File: src/rtl/stream_demux_1to4.sv
// -----------------------------------------------------------------------------
// stream_demux_1to4
//   Routes one valid/ready input stream to one of four output channels. The
//   channel is picked by in_sel on the first beat of a packet and then held
//   until the in_last beat, so a packet is never split across channels. Each
//   channel has a one-entry output register. A stalled channel only blocks
//   input traffic that is headed for that channel.
//
// Ports
//   clk        rising-edge clock
//   rst        synchronous, active-high reset
//   in_valid   input beat present
//   in_ready   input beat accepted when in_valid & in_ready
//   in_data    input beat payload (DATA_W bits)
//   in_last    final beat of a packet
//   in_sel     destination channel, sampled only on a packet's first beat
//   out_valid  per-channel beat present (bit k = channel k)
//   out_ready  per-channel consumer ready
//   out_data   channel k occupies [k*DATA_W +: DATA_W]
//   out_last   per-channel last flag
//   busy       1 while a packet is partway through (route locked)
// -----------------------------------------------------------------------------
module stream_demux_1to4 #(
  parameter int DATA_W = 8
) (
  input  logic                  clk,
  input  logic                  rst,
  input  logic                  in_valid,
  output logic                  in_ready,
  input  logic [DATA_W-1:0]     in_data,
  input  logic                  in_last,
  input  logic [1:0]            in_sel,
  output logic [3:0]            out_valid,
  input  logic [3:0]            out_ready,
  output logic [4*DATA_W-1:0]   out_data,
  output logic [3:0]            out_last,
  output logic                  busy
);

  typedef enum logic {
    IDLE   = 1'b0,
    LOCKED = 1'b1
  } state_t;

  state_t     state;
  logic [1:0] lock_sel;
  logic [1:0] route;
  logic       accept;

  // In IDLE the route follows in_sel live. If in_sel changes while a beat is
  // waiting, the route is re-evaluated. Once a packet has started, the
  // latched channel is used.
  always_comb begin
    // NOTE: give every always_comb output a default first, so no path leaves it unassigned and a latch gets inferred.
    route = in_sel;
    if (state == LOCKED) route = lock_sel;
  end

  // Only the selected channel's register decides readiness. A full register
  // that drains this cycle can take a new beat in the same cycle.
  assign in_ready = !out_valid[route] || out_ready[route];
  assign accept   = in_valid && in_ready;

  // Packet-lock FSM. busy is kept as its own flop that tracks the LOCKED state.
  always_ff @(posedge clk) begin
    if (rst) begin
      // NOTE: sequential state uses non-blocking (<=) so every flop samples pre-edge values.
      state    <= IDLE;
      lock_sel <= 2'd0;
      busy     <= 1'b0;
    end else if (accept) begin
      case (state)
        IDLE: begin
          // A 1-beat packet (in_last on the first beat) leaves the FSM in IDLE.
          if (!in_last) begin
            state    <= LOCKED;
            lock_sel <= in_sel;
            busy     <= 1'b1;
          end
        end
        LOCKED: begin
          if (in_last) begin
            state <= IDLE;
            busy  <= 1'b0;
          end
        end
        default: begin
          state <= IDLE;
          busy  <= 1'b0;
        end
      endcase
    end
  end

  // Per-channel one-entry output registers. A load takes priority over a
  // drain, which gives full throughput. A drain alone clears only the valid
  // bit, and the payload stays put.
  always_ff @(posedge clk) begin
    if (rst) begin
      out_valid <= '0;
      out_data  <= '0;
      out_last  <= '0;
    end else begin
      for (int k = 0; k < 4; k++) begin
        if (accept && (route == 2'(k))) begin
          out_valid[k]                  <= 1'b1;
          out_data[k*DATA_W +: DATA_W]  <= in_data;
          out_last[k]                   <= in_last;
        end else if (out_ready[k]) begin
          out_valid[k] <= 1'b0;
        end
      end
    end
  end

endmodule
File: config.mk
export PLATFORM = sky130hd
export DESIGN_NAME = stream_demux_1to4
export DESIGN_NICKNAME = d
export VERILOG_FILES = /design/src/rtl/stream_demux_1to4.sv
export SDC_FILE = /design/constraint.sdc
export NUM_CORES = 1
export LEC_CHECK = 0
export CAP_MARGIN = 20
export CELL_PAD_IN_SITES_DETAIL_PLACEMENT = 2
export CELL_PAD_IN_SITES_GLOBAL_PLACEMENT = 2
export CORE_ASPECT_RATIO = 1.2
export CORE_MARGIN = 1
export CORE_UTILIZATION = 24
export DETAILED_ROUTE_END_ITERATION = 10
export PLACE_DENSITY = 0.77
export SKIP_CTS_REPAIR_TIMING = 1
export SLEW_MARGIN = 40
export SYNTH_ARGS = -nofsm -noshare
export SYNTH_HDL_FRONTEND = slang
export SYNTH_SLANG_ARGS = --single-unit
File: constraint.sdc
create_clock -name clk -period 1.9 [get_ports clk]
set_clock_uncertainty 0.1 [all_clocks]
set_input_delay 0.38 -clock clk [delete_from_list [all_inputs] [get_ports clk]]
set_output_delay 0.38 -clock clk [all_outputs]
set_load 0.01 [all_outputs]
Word level (Yosys, flattened, before mapping)
Index checks and enable logic that the tools add are counted.
{"block": "classes", "n_reduce_logical": 14, "muxes": 17, "bitwise": 2, "magnitude_cmp": 1, "n_eq_ne": 5}
{"cell": "1-bit two-way mux", "count": 13}
{"cell": "2-bit nonzero test", "count": 4}
{"cell": "3-bit AND reduction", "count": 2}
{"cell": "1-bit logical AND", "count": 5}
{"cell": "1-bit binary-select mux with 2-bit select", "count": 2}
{"cell": "2-bit equality test (second input constant)", "count": 2}
{"cell": "2-bit inequality test (second input constant)", "count": 2}
{"cell": "2-bit by 3-bit less-than comparator with 1-bit output (second input constant)", "count": 1}
{"cell": "2-bit by 1-bit equality test with 1-bit output (second input constant)", "count": 1}
{"cell": "2-bit zero test", "count": 1}
{"cell": "2-bit two-way mux", "count": 1}
{"cell": "1-bit inverter", "count": 2}
{"cell": "1-bit case mux with 2 select lines", "count": 1}
{"cell": "1-bit zero test", "count": 1}
{"cell": "1-bit logical OR", "count": 1}
{"block": "word_totals", "in_bits": 18, "wordCells": 54, "ff_bits": 44, "output_inout_bits": 42}

Longest topological paths before layout
Gate-level depths: netlist of the first run.
{"block": "logic_depth", "word_depth": 8, "mapped_depth": 6}

Least setup slack after synthesis of the first run
Ideal clock, no wire load.
{"block": "synth_path", "path_kind": "register to output", "start": "register state", "end": "output port in_ready", "t_required_ps": 1420, "arrival_ps": 1347, "stages_incl_launch_ff": 4, "n_path_buf": 0, "slack_ps": 73, "cell_sequence": "dfxtp_1 mux2i_1 mux2i_1 mux2i_1"}
{"block": "synth_via", "elab_chain_len": 5, "elab_cells_between_ends": 7}
{"item": "from (decl)", "line": "45", "rtl": "state_t state;"}
{"item": "from (signal assigned)", "line": "68", "rtl": "state <= IDLE;"}
{"item": "from (signal assigned)", "line": "76", "rtl": "state <= LOCKED;"}
{"item": "from (signal assigned)", "line": "83", "rtl": "state <= IDLE;"}
{"item": "2-bit two-way mux (*)", "line": "56", "rtl": "if (state == LOCKED) route = lock_sel;"}
{"item": "1-bit binary-select mux with 2-bit select", "line": "61", "rtl": "assign in_ready = !out_valid[route] || out_ready[route];"}
{"item": "1-bit two-way mux (not written as such)", "line": "61"}
{"item": "1-bit zero test", "line": "61"}
{"item": "1-bit logical OR (*)", "line": "61"}
{"item": "to (decl)", "line": "29", "rtl": "output logic in_ready,"}
Mark *: on every way between the ends. The rest lies on a longest branch, timed or not. The select of a mux whose other input is x is not followed.

Worst setup path in the final report of the first run
Same ends and word-level chain as after synthesis.

==> impl_metrics.xml, run 1 <==
<?xml version="1.0" encoding="UTF-8"?>
<metrics>
  <group name="sta">
    <metric name="slew_hr" unit="%">70.0</metric>
    <metric name="final_min_period_over_clock_period" unit="%">105</metric>
    <metric name="post-route-worst-setup-slack" unit="ns">-0.0885</metric>
    <metric name="timing.fmax" unit="MHz">503</metric>
    <metric name="min_period" unit="ns">1.99</metric>
    <metric name="maxSlewViolCount" unit="">0</metric>
    <metric name="setup_violations" unit="">1</metric>
    <metric name="slew_at_the_pin_with_the_worst_max_slew_slack" unit="ns">0.450</metric>
    <metric name="number_of_hold_violations_in_the_final_report" unit="">0</metric>
    <metric name="rsz_0062_raised_after_global_routing" unit="">true</metric>
    <metric name="finalSetupTns" unit="ns">-0.0885</metric>
  </group>
  <group name="worst_setup_path">
    <metric name="timing.critical_path.from_type" unit="">flip-flop</metric>
    <metric name="path_class" unit="">flip-flop to output port</metric>
    <metric name="timing.critical_path.max_delay_family" unit="">multiplexers</metric>
    <metric name="worst_path_most_repeated_cell" unit="">sky130_fd_sc_hd__mux2i_1</metric>
    <metric name="timing.critical_path.required" unit="ns">1.42</metric>
    <metric name="path_max_fanout" unit="">3</metric>
    <metric name="timing.critical_path.buf_inv" unit="">2</metric>
    <metric name="critical_path.endpoint" unit="">in_ready</metric>
    <metric name="rrSetupSlack" unit="ns">0.09</metric>
    <metric name="worstSetupStartpoint" unit="">state</metric>
    <metric name="worst_r2r_path_depth" unit="">7</metric>
    <metric name="slowest_stage" unit="">sky130_fd_sc_hd__dfxtp_2</metric>
    <metric name="timing.critical_path.depth" unit="">5</metric>
    <metric name="crit-reg2reg-capture" unit="">state</metric>
    <metric name="cp_slowest_stage_delay" unit="ns">0.34</metric>
    <metric name="crit_chain" unit="">mux2i_1, buf_4, mux2i_2, mux2i_1, buf_2</metric>
    <metric name="critical_path_data_arrival_time" unit="ns">1.51</metric>
    <metric name="r2r_start" unit="">state</metric>
    <metric name="timing.critical_path.to_type" unit="">output port</metric>
  </group>
  <group name="grt">
    <metric name="grt_pass1_wl" unit="mm">7.64</metric>
    <metric name="track_usage" unit="%">13.6</metric>
    <metric name="antenna_found_initial" unit="">0</metric>
    <metric name="grt.overflow.total" unit="">0</metric>
    <metric name="via_count_of_the_first_global_routing_pass" unit="">1573</metric>
    <metric name="pin_count_of_the_biggest_net_entering_global_routing" unit="">26</metric>
  </group>
  <group name="min_path">
    <metric name="worstHoldPathType" unit="">input pin to flip-flop</metric>
  </group>
  <group name="cells_and_area">
    <metric name="n_fill_cell" unit="">772</metric>
    <metric name="area_growth" unit="%">56.2</metric>
    <metric name="postLayoutCoreUtil" unit="%">39.0</metric>
    <metric name="post-route-cell-area" unit="sq um">2690</metric>
    <metric name="layout.cells.non_filler" unit="">336</metric>
    <metric name="num-nets-final" unit="">268</metric>
    <metric name="drive_above_1_share" unit="%">17.7</metric>
    <metric name="antenna_cells_inserted" unit="">0</metric>
  </group>
  <group name="detailed_routing">
    <metric name="drt_iter0_markers" unit="">45</metric>
    <metric name="antenna_violating_nets_post_route" unit="">0</metric>
    <metric name="routed_wire_length_per_instance" unit="um">14.4</metric>
    <metric name="num_vias" unit="">1481</metric>
    <metric name="avgViaCountPerCell" unit="">4.41</metric>
    <metric name="drc" unit="">0</metric>
    <metric name="first_pass_iters" unit="">4</metric>
    <metric name="detail_route.wirelength" unit="mm">4.85</metric>
  </group>
  <group name="synthesis">
    <metric name="netlist_instances" unit="">169</metric>
    <metric name="ys_warn_count" unit="">0</metric>
    <metric name="post_synth_main_area_contributors" unit="">sky130_fd_sc_hd__dfxtp_1 (51%), sky130_fd_sc_hd__mux2i_1 (25%), sky130_fd_sc_hd__nor2_1 (8.5%)</metric>
    <metric name="syn-cell-area" unit="sq um">1720</metric>
    <metric name="synth_cell_type_count" unit="">18</metric>
    <metric name="yosysSeqAreaShare" unit="%">51.2</metric>
    <metric name="synth_nets" unit="">188</metric>
    <metric name="synth_register_bits" unit="">44</metric>
    <metric name="synth.avg_cell_area" unit="sq um">10.2</metric>
    <metric name="synth.largest_area_cell" unit="">sky130_fd_sc_hd__dfxtp_1</metric>
    <metric name="netlist.area_leader.share" unit="%">51.2</metric>
  </group>
  <group name="floorplanning">
    <metric name="ioPinCount" unit="">60</metric>
    <metric name="core_region_area" unit="sq um">6900</metric>
    <metric name="die_area" unit="sq um">7520</metric>
    <metric name="floorplan.die.height" unit="um">94.8</metric>
    <metric name="die_width" unit="um">79.3</metric>
    <metric name="row_count" unit="">33</metric>
    <metric name="floorplan.initialDensity" unit="%">25.0</metric>
  </group>
  <group name="pwr">
    <metric name="powerDensity" unit="nW/um^2">725</metric>
    <metric name="ir_drop" unit="mV">0.240</metric>
    <metric name="leakagePower" unit="nW">1.24</metric>
    <metric name="power.total" unit="mW">1.95</metric>
  </group>
  <group name="status">
    <metric name="violations_in_the_final_reports" unit="">negative setup slack</metric>
    <metric name="run_status" unit="">complete, but fails checks</metric>
  </group>
  <group name="clock_network">
    <metric name="cts_tree" unit="">done</metric>
    <metric name="cts_max_path_buffers" unit="">2</metric>
    <metric name="clk-insertion-delay-late" unit="ns">0.29</metric>
    <metric name="clk_pin_slew_worst_paths" unit="ns">0.08</metric>
    <metric name="cts_max_level" unit="">2</metric>
    <metric name="clk_root_buf" unit="">sky130_fd_sc_hd__clkbuf_8</metric>
    <metric name="tritoncts_num_sinks" unit="">44</metric>
    <metric name="cts_buffers" unit="">5</metric>
  </group>
  <group name="flow_run">
    <metric name="timing.max_cap.violations" unit="">0</metric>
  </group>
  <group name="placement">
    <metric name="numPlacedInstances" unit="">328</metric>
    <metric name="place.detailed.hpwl" unit="mm">3.61</metric>
    <metric name="placedInstanceArea" unit="sq um">2570</metric>
    <metric name="port_buffer_count" unit="">59</metric>
    <metric name="gp_routability_congestion" unit="">0.750</metric>
  </group>
</metrics>
metal layers:
metal	up-vias	share of wire, %	GRT usage [%]
li1	727	-	-
met1	710	44	15.6
met2	39	50	23.6
met3	5	5.4	4.25
met4	0	1.3	4.55
met5	-	0	0
worst register-to-register path, stage by stage, from the launching register on:
cell,delay [ns]
sky130_fd_sc_hd__dfxtp_2,0.34
sky130_fd_sc_hd__mux2i_1,0.20
sky130_fd_sc_hd__buf_4,0.18
sky130_fd_sc_hd__mux2i_2,0.08
sky130_fd_sc_hd__buf_4,0.13
sky130_fd_sc_hd__buf_4,0.14
sky130_fd_sc_hd__o22ai_2,0.18
sky130_fd_sc_hd__mux2_2,0.35
placed cells by master, fill, tap and decap left out, types with 4 or more instances in the layout:
| cell type | count |
|---|---|
| sky130_fd_sc_hd__clkdlybuf4s50_1 | 56 |
| sky130_fd_sc_hd__dfxtp_1 | 43 |
| sky130_fd_sc_hd__mux2i_1 | 40 |
| sky130_fd_sc_hd__nor2_1 | 39 |
| sky130_fd_sc_hd__buf_4 | 22 |
| sky130_fd_sc_hd__nand2b_1 | 8 |
| sky130_fd_sc_hd__clkbuf_8 | 5 |
| sky130_fd_sc_hd__nand2_1 | 4 |
| sky130_fd_sc_hd__a21oi_1 | 4 |
layout make-up:
type	count	area, sq um	area share (%)
sequential	44	882	32.8
multi-input combinational	113	821	30.5
timing repair buffer	83	788	29.3
tap	87	109	4.05
clock buffer	5	68.8	2.56
clock inverter	2	12.5	0.465
inverter	2	7.51	0.279
report_power, final:
group / total [mW] / switching, mW / internal (mW)
sequential: 0.994 / 0.0251 / 0.968
combinational: 0.389 / 0.168 / 0.220
clock: 0.568 / 0.319 / 0.249
total: 1.95 / 0.512 / 1.44
Yosys cell counts:
cell type / number
sky130_fd_sc_hd__buf_2: 2
sky130_fd_sc_hd__o22ai_2: 1
sky130_fd_sc_hd__buf_4: 2
sky130_fd_sc_hd__ha_1: 1
sky130_fd_sc_hd__nor2_1: 39
sky130_fd_sc_hd__o22ai_1: 2
sky130_fd_sc_hd__nand4_1: 2
sky130_fd_sc_hd__mux2i_1: 43
sky130_fd_sc_hd__a21oi_1: 4
sky130_fd_sc_hd__nand4b_1: 2
sky130_fd_sc_hd__dfxtp_1: 44
sky130_fd_sc_hd__nand2_1: 4
sky130_fd_sc_hd__inv_1: 2
sky130_fd_sc_hd__nand3_1: 2
sky130_fd_sc_hd__nand2b_1: 8
sky130_fd_sc_hd__nor2b_1: 2
sky130_fd_sc_hd__mux2_2: 3
sky130_fd_sc_hd__clkbuf_1: 6
worst min-delay path by stage:
stage	start	to	cells past startpoint
after global routing	in_sel[0]	lock_sel[0]	3
after CTS	lock_sel[1]	lock_sel[1]	2
after floorplan	lock_sel[0]	lock_sel[0]	2
after global placement	lock_sel[0]	lock_sel[0]	2
after detailed placement	lock_sel[1]	lock_sel[1]	2
final	in_sel[0]	lock_sel[0]	3
cells by family after synthesis:
group	count (synthesis)	share of synthesized area, %
muxes	46	27.0
AOI/OAI and AO/OA	7	2.62
DFF	44	51.2
buffers and inverters	12	3.20
and+or+nand+nor	59	15.3
adders and majority gates	1	0.727
state kept, by name (all words and copies together) (netlist names):
| signal | flops |
|---|---|
| busy | 1 |
| lock_sel | 2 |
| state | 1 |
| out_valid | 4 |
| out_last | 4 |
| out_data | 32 |
per-stage QoR:
stage          setup WS, ns  hold WS, ns
2_1_floorplan        0.0728        0.349
3_3_place_gp         -0.483        0.368
3_5_place_dp         -0.556        0.387
4_1_cts              -0.565        0.400
5_1_grt              -0.172        0.330
6_report            -0.0885        0.300
Note: power is estimated with default switching activity, not from simulation.
==> run 2, diff against run 1 <==
Settings changed: SKIP_CTS_REPAIR_TIMING 1 to unset.
Clock period 1.9 ns to 1.7 ns, I/O delays scaled along.
==> run 2 against run 1 <==
Against the previous run:
- the run still ends with negative setup slack left
- utilization is 2.0 points higher
- die area did not move
- wire length is 12% higher
- largest cell class unchanged
- register-to-register slack got worse by 0.26 ns
- final cell count is 1.5% higher
- flip-flop and latch count stayed put
- critical path depth fell by 1
==> impl_metrics.xml, run 2 (synthesis results as in run 1) <==
<?xml version="1.0" encoding="UTF-8"?>
<metrics>
  <group name="detailed_routing">
    <metric name="detail_route.wirelength" unit="mm">5.44</metric>
    <metric name="first_pass_iters" unit="">3</metric>
    <metric name="drt_iter0_markers" unit="">27</metric>
    <metric name="drc" unit="">0</metric>
    <metric name="antenna_violating_nets_post_route" unit="">0</metric>
    <metric name="avgViaCountPerCell" unit="">4.50</metric>
    <metric name="num_vias" unit="">1536</metric>
    <metric name="routed_wire_length_per_instance" unit="um">16.0</metric>
  </group>
  <group name="grt">
    <metric name="pin_count_of_the_biggest_net_entering_global_routing" unit="">22</metric>
    <metric name="track_usage" unit="%">14.7</metric>
    <metric name="grt_pass1_wl" unit="mm">8.29</metric>
    <metric name="grt.overflow.total" unit="">0</metric>
    <metric name="via_count_of_the_first_global_routing_pass" unit="">1644</metric>
    <metric name="antenna_found_initial" unit="">0</metric>
  </group>
  <group name="cells_and_area">
    <metric name="largestRegisters" unit="">out_data: 32 flops, out_last: 4 flops, out_valid: 4 flops</metric>
    <metric name="postLayoutCoreUtil" unit="%">41.0</metric>
    <metric name="area_growth" unit="%">64.2</metric>
    <metric name="antenna_cells_inserted" unit="">0</metric>
    <metric name="multi_input_area" unit="sq um">865</metric>
    <metric name="drive_above_1_share" unit="%">21.3</metric>
    <metric name="largest_reg_flops" unit="">32</metric>
    <metric name="layout_commonest_cell" unit="">sky130_fd_sc_hd__clkdlybuf4s50_1</metric>
    <metric name="layout.cells.non_filler" unit="">341</metric>
    <metric name="post-route-cell-area" unit="sq um">2830</metric>
    <metric name="mostFrequentLayoutCells" unit="">sky130_fd_sc_hd__clkdlybuf4s50_1 (56), sky130_fd_sc_hd__dfxtp_1 (43), sky130_fd_sc_hd__mux2i_1 (39), sky130_fd_sc_hd__nor2_1 (39), sky130_fd_sc_hd__buf_4 (16)</metric>
    <metric name="num-nets-final" unit="">272</metric>
    <metric name="n_fill_cell" unit="">740</metric>
    <metric name="regMostFlops" unit="">out_data</metric>
    <metric name="seqCellArea" unit="sq um">885</metric>
  </group>
  <group name="worst_setup_path">
    <metric name="critical_path_data_arrival_time" unit="ns">1.49</metric>
    <metric name="crit-reg2reg-capture" unit="">out_data[10]</metric>
    <metric name="cp_slowest_stage_delay" unit="ns">0.38</metric>
    <metric name="path_class" unit="">flip-flop to output port</metric>
    <metric name="timing.critical_path.required" unit="ns">1.26</metric>
    <metric name="r2r_start" unit="">state</metric>
    <metric name="critical_path.endpoint" unit="">in_ready</metric>
    <metric name="timing.critical_path.max_delay_family" unit="">multiplexers</metric>
    <metric name="timing.critical_path.to_type" unit="">output port</metric>
    <metric name="worst_r2r_path_depth" unit="">9</metric>
    <metric name="timing.critical_path.buf_inv" unit="">1</metric>
    <metric name="path_max_fanout" unit="">3</metric>
    <metric name="timing.critical_path.depth" unit="">4</metric>
    <metric name="worstSetupStartpoint" unit="">state</metric>
    <metric name="crit_chain" unit="">mux2i_4, mux2i_2, mux2i_1, buf_2</metric>
    <metric name="timing.critical_path.from_type" unit="">flip-flop</metric>
    <metric name="slowest_stage" unit="">sky130_fd_sc_hd__dfxtp_4</metric>
    <metric name="rrSetupSlack" unit="ns">-0.17</metric>
  </group>
  <group name="placement">
    <metric name="pre_cts_ws" unit="ns">-0.645</metric>
    <metric name="gp_routability_congestion" unit="">0.685</metric>
    <metric name="placedInstanceArea" unit="sq um">2570</metric>
    <metric name="place.detailed.hpwl" unit="mm">3.71</metric>
    <metric name="numPlacedInstances" unit="">326</metric>
    <metric name="port_buffer_count" unit="">59</metric>
  </group>
  <group name="floorplanning">
    <metric name="core_region_area" unit="sq um">6900</metric>
    <metric name="die_width" unit="um">79.3</metric>
    <metric name="floorplan.initialDensity" unit="%">25.0</metric>
    <metric name="row_count" unit="">33</metric>
    <metric name="die_area" unit="sq um">7520</metric>
    <metric name="ioPinCount" unit="">60</metric>
    <metric name="floorplan.die.height" unit="um">94.8</metric>
  </group>
  <group name="pwr">
    <metric name="leakagePower" unit="nW">1.30</metric>
    <metric name="power_switching_share" unit="%">26.2</metric>
    <metric name="switchingPower" unit="mW">0.602</metric>
    <metric name="pwr-share-clk" unit="%">29.8</metric>
    <metric name="power.total" unit="mW">2.30</metric>
    <metric name="power_frac_seq" unit="%">48.4</metric>
    <metric name="cell_internal_pwr" unit="mW">1.69</metric>
    <metric name="combinational_group_share_of_total_power" unit="%">21.8</metric>
    <metric name="ir_drop" unit="mV">0.411</metric>
    <metric name="powerDensity" unit="nW/um^2">813</metric>
  </group>
  <group name="clock_network">
    <metric name="cts_max_level" unit="">2</metric>
    <metric name="clk_root_buf" unit="">sky130_fd_sc_hd__clkbuf_8</metric>
    <metric name="clk_pin_slew_worst_paths" unit="ns">0.09</metric>
    <metric name="cts_max_path_buffers" unit="">2</metric>
    <metric name="cts_hold_repair.buffers" unit="">0</metric>
    <metric name="cts_buffers" unit="">5</metric>
    <metric name="cts_tree" unit="">done</metric>
    <metric name="tritoncts_num_sinks" unit="">44</metric>
    <metric name="clk-insertion-delay-late" unit="ns">0.30</metric>
  </group>
  <group name="min_path">
    <metric name="worstHoldPathType" unit="">input pin to flip-flop</metric>
    <metric name="source_of_the_worst_hold_timing_path" unit="">rst</metric>
  </group>
  <group name="sta">
    <metric name="slew_hr" unit="%">83.0</metric>
    <metric name="timing.fmax" unit="MHz">519</metric>
    <metric name="post-route-worst-setup-slack" unit="ns">-0.228</metric>
    <metric name="final_min_period_over_clock_period" unit="%">113</metric>
    <metric name="rsz_0062_raised_after_global_routing" unit="">true</metric>
    <metric name="maxSlewViolCount" unit="">0</metric>
    <metric name="min_period" unit="ns">1.93</metric>
    <metric name="slew_at_the_pin_with_the_worst_max_slew_slack" unit="ns">0.250</metric>
    <metric name="setup_violations" unit="">39</metric>
    <metric name="number_of_hold_violations_in_the_final_report" unit="">0</metric>
  </group>
  <group name="status">
    <metric name="run_status" unit="">complete, but fails checks</metric>
    <metric name="violations_in_the_final_reports" unit="">negative setup slack</metric>
  </group>
  <group name="flow_run">
    <metric name="timing.max_cap.violations" unit="">0</metric>
  </group>
</metrics>
-- run 2: changes by cell type in the layout (fill, tap and decap cells not counted), moves of 2 or more --
| cell | delta |
|---|---|
| sky130_fd_sc_hd__buf_4 | -6 |
| sky130_fd_sc_hd__buf_6 | +9 |
| sky130_fd_sc_hd__mux2_4 | +2 |
| sky130_fd_sc_hd__mux2_2 | -2 |
-- run 2: per-stage QoR --
| step | hold WS, ns | TNS, ns |
|---|---|---|
| 2_1_floorplan | 0.358 | 0 |
| 3_3_place_gp | 0.374 | -12.15 |
| 3_5_place_dp | 0.391 | -13.88 |
| 4_1_cts | 0.234 | -1.49 |
| 5_1_grt | 0.258 | -7.38 |
| 6_report | 0.230 | -3.84 |
-- run 2: power groups by stage --
stage	sequential, mW	clock (mW)	combinational [mW]
after CTS	1.11	0.722	0.471
final	1.11	0.684	0.501
after detailed placement	1.14	0	0.434
after floorplan	1.16	0	0.179
after global routing	1.12	0.771	0.537
after global placement	1.14	0	0.423
-- run 2: timing repair --
action / CTS / global route
cloned: 0 / 1
gates resized for setup: 21 / 8
buffers inserted: 3 / 5
pin swaps: 3 / 4
setup endpoints to repair: 36 / 39
-- run 2: cell type report --
cell class                 count  area share (%)
clock buffer                   6            2.92
timing repair buffer          87            30.6
clock inverter                 2           0.354
tap                           87            3.85
inverter                       2           0.354
multi-input combinational    113            30.6
sequential                    44            31.3
-- run 2: metal layers --
metal,global-route usage [%],part of all wire (%),vias to the layer above
met3,3.48,4.2,5
met4,4.55,1.2,0
met2,26.6,52,42
li1,-,-,732
met1,16.8,43,757
met5,0,0,-
-- run 2: how the worst min path moves through the flow --
stage	depth (start not counted)	end
CTS	2	out_last[1]
detailed placement	2	out_data[15]
floorplan	2	lock_sel[1]
finish	2	out_last[1]
global placement	2	out_data[16]
global route	2	out_last[1]
==> run 3, diff against run 2 <==
Settings changed: CORE_MARGIN 1 to unset, SLEW_MARGIN 40 to unset.
Clock period 1.7 ns to 1.6 ns, I/O delays scaled along.
==> run 3 against run 2 <==
Against the previous run:
- highest routed layer unchanged
- die area did not move
- non-clock buffer count did not move
- critical endpoint unchanged
- the flow still finishes with violations (negative setup slack)
- hold slack improved by 0.081 ns
==> impl_metrics.xml, run 3 (synthesis results as in run 1) <==
<?xml version="1.0" encoding="UTF-8"?>
<metrics>
  <group name="status">
    <metric name="run_status" unit="">complete, but fails checks</metric>
    <metric name="violations_in_the_final_reports" unit="">negative setup slack</metric>
  </group>
  <group name="sta">
    <metric name="whs" unit="ns">0.311</metric>
    <metric name="number_of_hold_violations_in_the_final_report" unit="">0</metric>
    <metric name="rsz_0062_raised_after_global_routing" unit="">true</metric>
    <metric name="post-route-worst-setup-slack" unit="ns">-0.283</metric>
    <metric name="slew_hr" unit="%">75.9</metric>
    <metric name="maxSlewViolCount" unit="">0</metric>
    <metric name="timing.fmax" unit="MHz">531</metric>
    <metric name="setup_violations" unit="">42</metric>
    <metric name="min_period" unit="ns">1.88</metric>
    <metric name="final_min_period_over_clock_period" unit="%">118</metric>
    <metric name="slew_at_the_pin_with_the_worst_max_slew_slack" unit="ns">0.361</metric>
  </group>
  <group name="worst_setup_path">
    <metric name="timing.critical_path.to_type" unit="">output port</metric>
    <metric name="timing.critical_path.from_type" unit="">flip-flop</metric>
    <metric name="path_class" unit="">flip-flop to output port</metric>
    <metric name="r2r_start" unit="">state</metric>
    <metric name="rrSetupSlack" unit="ns">-0.16</metric>
    <metric name="crit-reg2reg-capture" unit="">out_data[9]</metric>
    <metric name="worstSetupStartpoint" unit="">state</metric>
    <metric name="worst_r2r_path_depth" unit="">7</metric>
    <metric name="critical_path_data_arrival_time" unit="ns">1.46</metric>
    <metric name="path_max_fanout" unit="">3</metric>
    <metric name="timing.critical_path.required" unit="ns">1.18</metric>
  </group>
  <group name="grt">
    <metric name="grt_pass1_wl" unit="mm">8.42</metric>
    <metric name="track_usage" unit="%">14.9</metric>
    <metric name="grt.overflow.total" unit="">0</metric>
    <metric name="pin_count_of_the_biggest_net_entering_global_routing" unit="">22</metric>
    <metric name="busiest_layer" unit="">met2</metric>
    <metric name="antenna_found_initial" unit="">0</metric>
    <metric name="grt.met2_usage" unit="%">28.2</metric>
    <metric name="global_route.usage.met1" unit="%">16.8</metric>
    <metric name="via_count_of_the_first_global_routing_pass" unit="">1680</metric>
    <metric name="grt_use_met3" unit="%">3.09</metric>
  </group>
  <group name="detailed_routing">
    <metric name="first_pass_iters" unit="">2</metric>
    <metric name="routed_wire_length_per_instance" unit="um">15.3</metric>
    <metric name="avgViaCountPerCell" unit="">4.41</metric>
    <metric name="drc" unit="">0</metric>
    <metric name="antenna_violating_nets_post_route" unit="">0</metric>
    <metric name="detail_route.wirelength" unit="mm">5.23</metric>
    <metric name="num_vias" unit="">1505</metric>
    <metric name="drt_iter0_markers" unit="">22</metric>
  </group>
  <group name="clock_network">
    <metric name="clk_root_buf" unit="">sky130_fd_sc_hd__clkbuf_8</metric>
    <metric name="cts_buffers" unit="">5</metric>
    <metric name="cts_max_level" unit="">2</metric>
    <metric name="cts_max_path_buffers" unit="">2</metric>
    <metric name="clk-insertion-delay-late" unit="ns">0.29</metric>
    <metric name="tritoncts_num_sinks" unit="">44</metric>
    <metric name="cts_hold_repair.buffers" unit="">0</metric>
    <metric name="cts_tree" unit="">done</metric>
    <metric name="clk_pin_slew_worst_paths" unit="ns">0.08</metric>
  </group>
  <group name="cells_and_area">
    <metric name="mostFrequentLayoutCells" unit="">sky130_fd_sc_hd__dfxtp_1 (43), sky130_fd_sc_hd__nor2_1 (39), sky130_fd_sc_hd__dlygate4sd2_1 (37), sky130_fd_sc_hd__mux2i_1 (36), sky130_fd_sc_hd__buf_4 (18)</metric>
    <metric name="drive_above_1_share" unit="%">23.2</metric>
    <metric name="largestRegisters" unit="">out_data: 32 flops, out_last: 4 flops, out_valid: 4 flops</metric>
    <metric name="antenna_cells_inserted" unit="">0</metric>
    <metric name="regMostFlops" unit="">out_data</metric>
    <metric name="layout_commonest_cell" unit="">sky130_fd_sc_hd__dfxtp_1</metric>
    <metric name="largest_reg_flops" unit="">32</metric>
    <metric name="num-nets-final" unit="">272</metric>
    <metric name="area_growth" unit="%">62.7</metric>
  </group>
  <group name="floorplanning">
    <metric name="floorplan.die.height" unit="um">94.8</metric>
    <metric name="die_width" unit="um">79.3</metric>
    <metric name="ioPinCount" unit="">60</metric>
    <metric name="row_count" unit="">33</metric>
    <metric name="floorplan.initialDensity" unit="%">25.0</metric>
    <metric name="die_area" unit="sq um">7520</metric>
    <metric name="core_region_area" unit="sq um">6900</metric>
  </group>
  <group name="pwr">
    <metric name="ir_drop" unit="mV">0.274</metric>
    <metric name="leakagePower" unit="nW">1.55</metric>
    <metric name="powerDensity" unit="nW/um^2">851</metric>
  </group>
  <group name="placement">
    <metric name="place.detailed.hpwl" unit="mm">3.77</metric>
    <metric name="port_buffer_count" unit="">59</metric>
    <metric name="pre_cts_ws" unit="ns">-0.721</metric>
    <metric name="gp_routability_congestion" unit="">0.707</metric>
  </group>
  <group name="flow_run">
    <metric name="timing.max_cap.violations" unit="">0</metric>
  </group>
  <group name="min_path">
    <metric name="min_path_cells" unit="">2</metric>
    <metric name="worstHoldPathType" unit="">input pin to flip-flop</metric>
    <metric name="source_of_the_worst_hold_timing_path" unit="">rst</metric>
    <metric name="min_to" unit="">out_data[7]</metric>
  </group>
</metrics>
-- run 3: cell count changes in the layout (fill, tap and decap cells not counted) --
cell                              delta
sky130_fd_sc_hd__mux2i_1             -3
sky130_fd_sc_hd__dlymetal6s2s_1      +7
sky130_fd_sc_hd__buf_12              -1
sky130_fd_sc_hd__o22ai_2             -2
sky130_fd_sc_hd__a21oi_1             -1
sky130_fd_sc_hd__o22ai_4             +2
sky130_fd_sc_hd__nand2_1             -1
sky130_fd_sc_hd__dlygate4sd2_1      +36
sky130_fd_sc_hd__a21oi_2             +1
sky130_fd_sc_hd__clkbuf_16           -1
sky130_fd_sc_hd__mux2i_2             +3
sky130_fd_sc_hd__buf_4               +2
sky130_fd_sc_hd__clkdlybuf4s50_1    -43
sky130_fd_sc_hd__nand2_2             +1
-- run 3: repair_timing --
item	in CTS	in global routing
buffers inserted	4	2
pin swaps	7	2
setup endpoints to repair	75	52
resized for setup	61	16
-- run 3: final cells by class --
| class | instances | area [sq um] |
|---|---|---|
| fillers | 751 | 4090 |
| multi-input cells | 113 | 897 |
| flip-flops and latches | 44 | 885 |
| repair buffers | 87 | 808 |
| well taps | 87 | 109 |
| clock buffers | 6 | 82.6 |
| clock inverters | 2 | 10.0 |
| inverters | 2 | 10.0 |
-- run 3: worst max-delay path by stage --
stage	endpoint	slack, ns	cells past startpoint
after floorplan	busy	0.02	4
after global placement	in_ready	-0.66	5
after detailed placement	in_ready	-0.72	5
after CTS	in_ready	-0.32	4
after global routing	in_ready	-0.36	4
final	in_ready	-0.28	4
-- run 3: routing by layer --
metal / routed length, um / part of all wire, %
met5: 0 / 0
met4: 68 / 1.3
met3: 202 / 3.9
met2: 2730 / 52
met1: 2230 / 43
-- run 3: where the power goes --
part           switching, mW  total [mW]  internal (mW)
registers             0.0314        1.18           1.15
clock network          0.365       0.710          0.345
logic                  0.225       0.494          0.269
-- run 3: worst max-delay path, stage by stage, from the launching register on --
cell and delay, ns:
sky130_fd_sc_hd__dfxtp_4 0.38, sky130_fd_sc_hd__mux2i_4 0.30, sky130_fd_sc_hd__mux2i_2 0.27, sky130_fd_sc_hd__mux2i_1 0.09, sky130_fd_sc_hd__buf_2 0.14
-- run 3: metrics by stage --
step	cells	instance area, sq um	util, %	setup TNS [ns]	power [mW]
final	341	2800	40.6	-5.04	2.38
after CTS	340	2740	39.8	-5.55	2.42
after global placement	329	2580	37.5	-15.69	1.66
after floorplan	169	1750	-	0	1.42
after global routing	341	2800	40.6	-8.51	2.51
after detailed placement	329	2580	37.5	-17.98	1.67
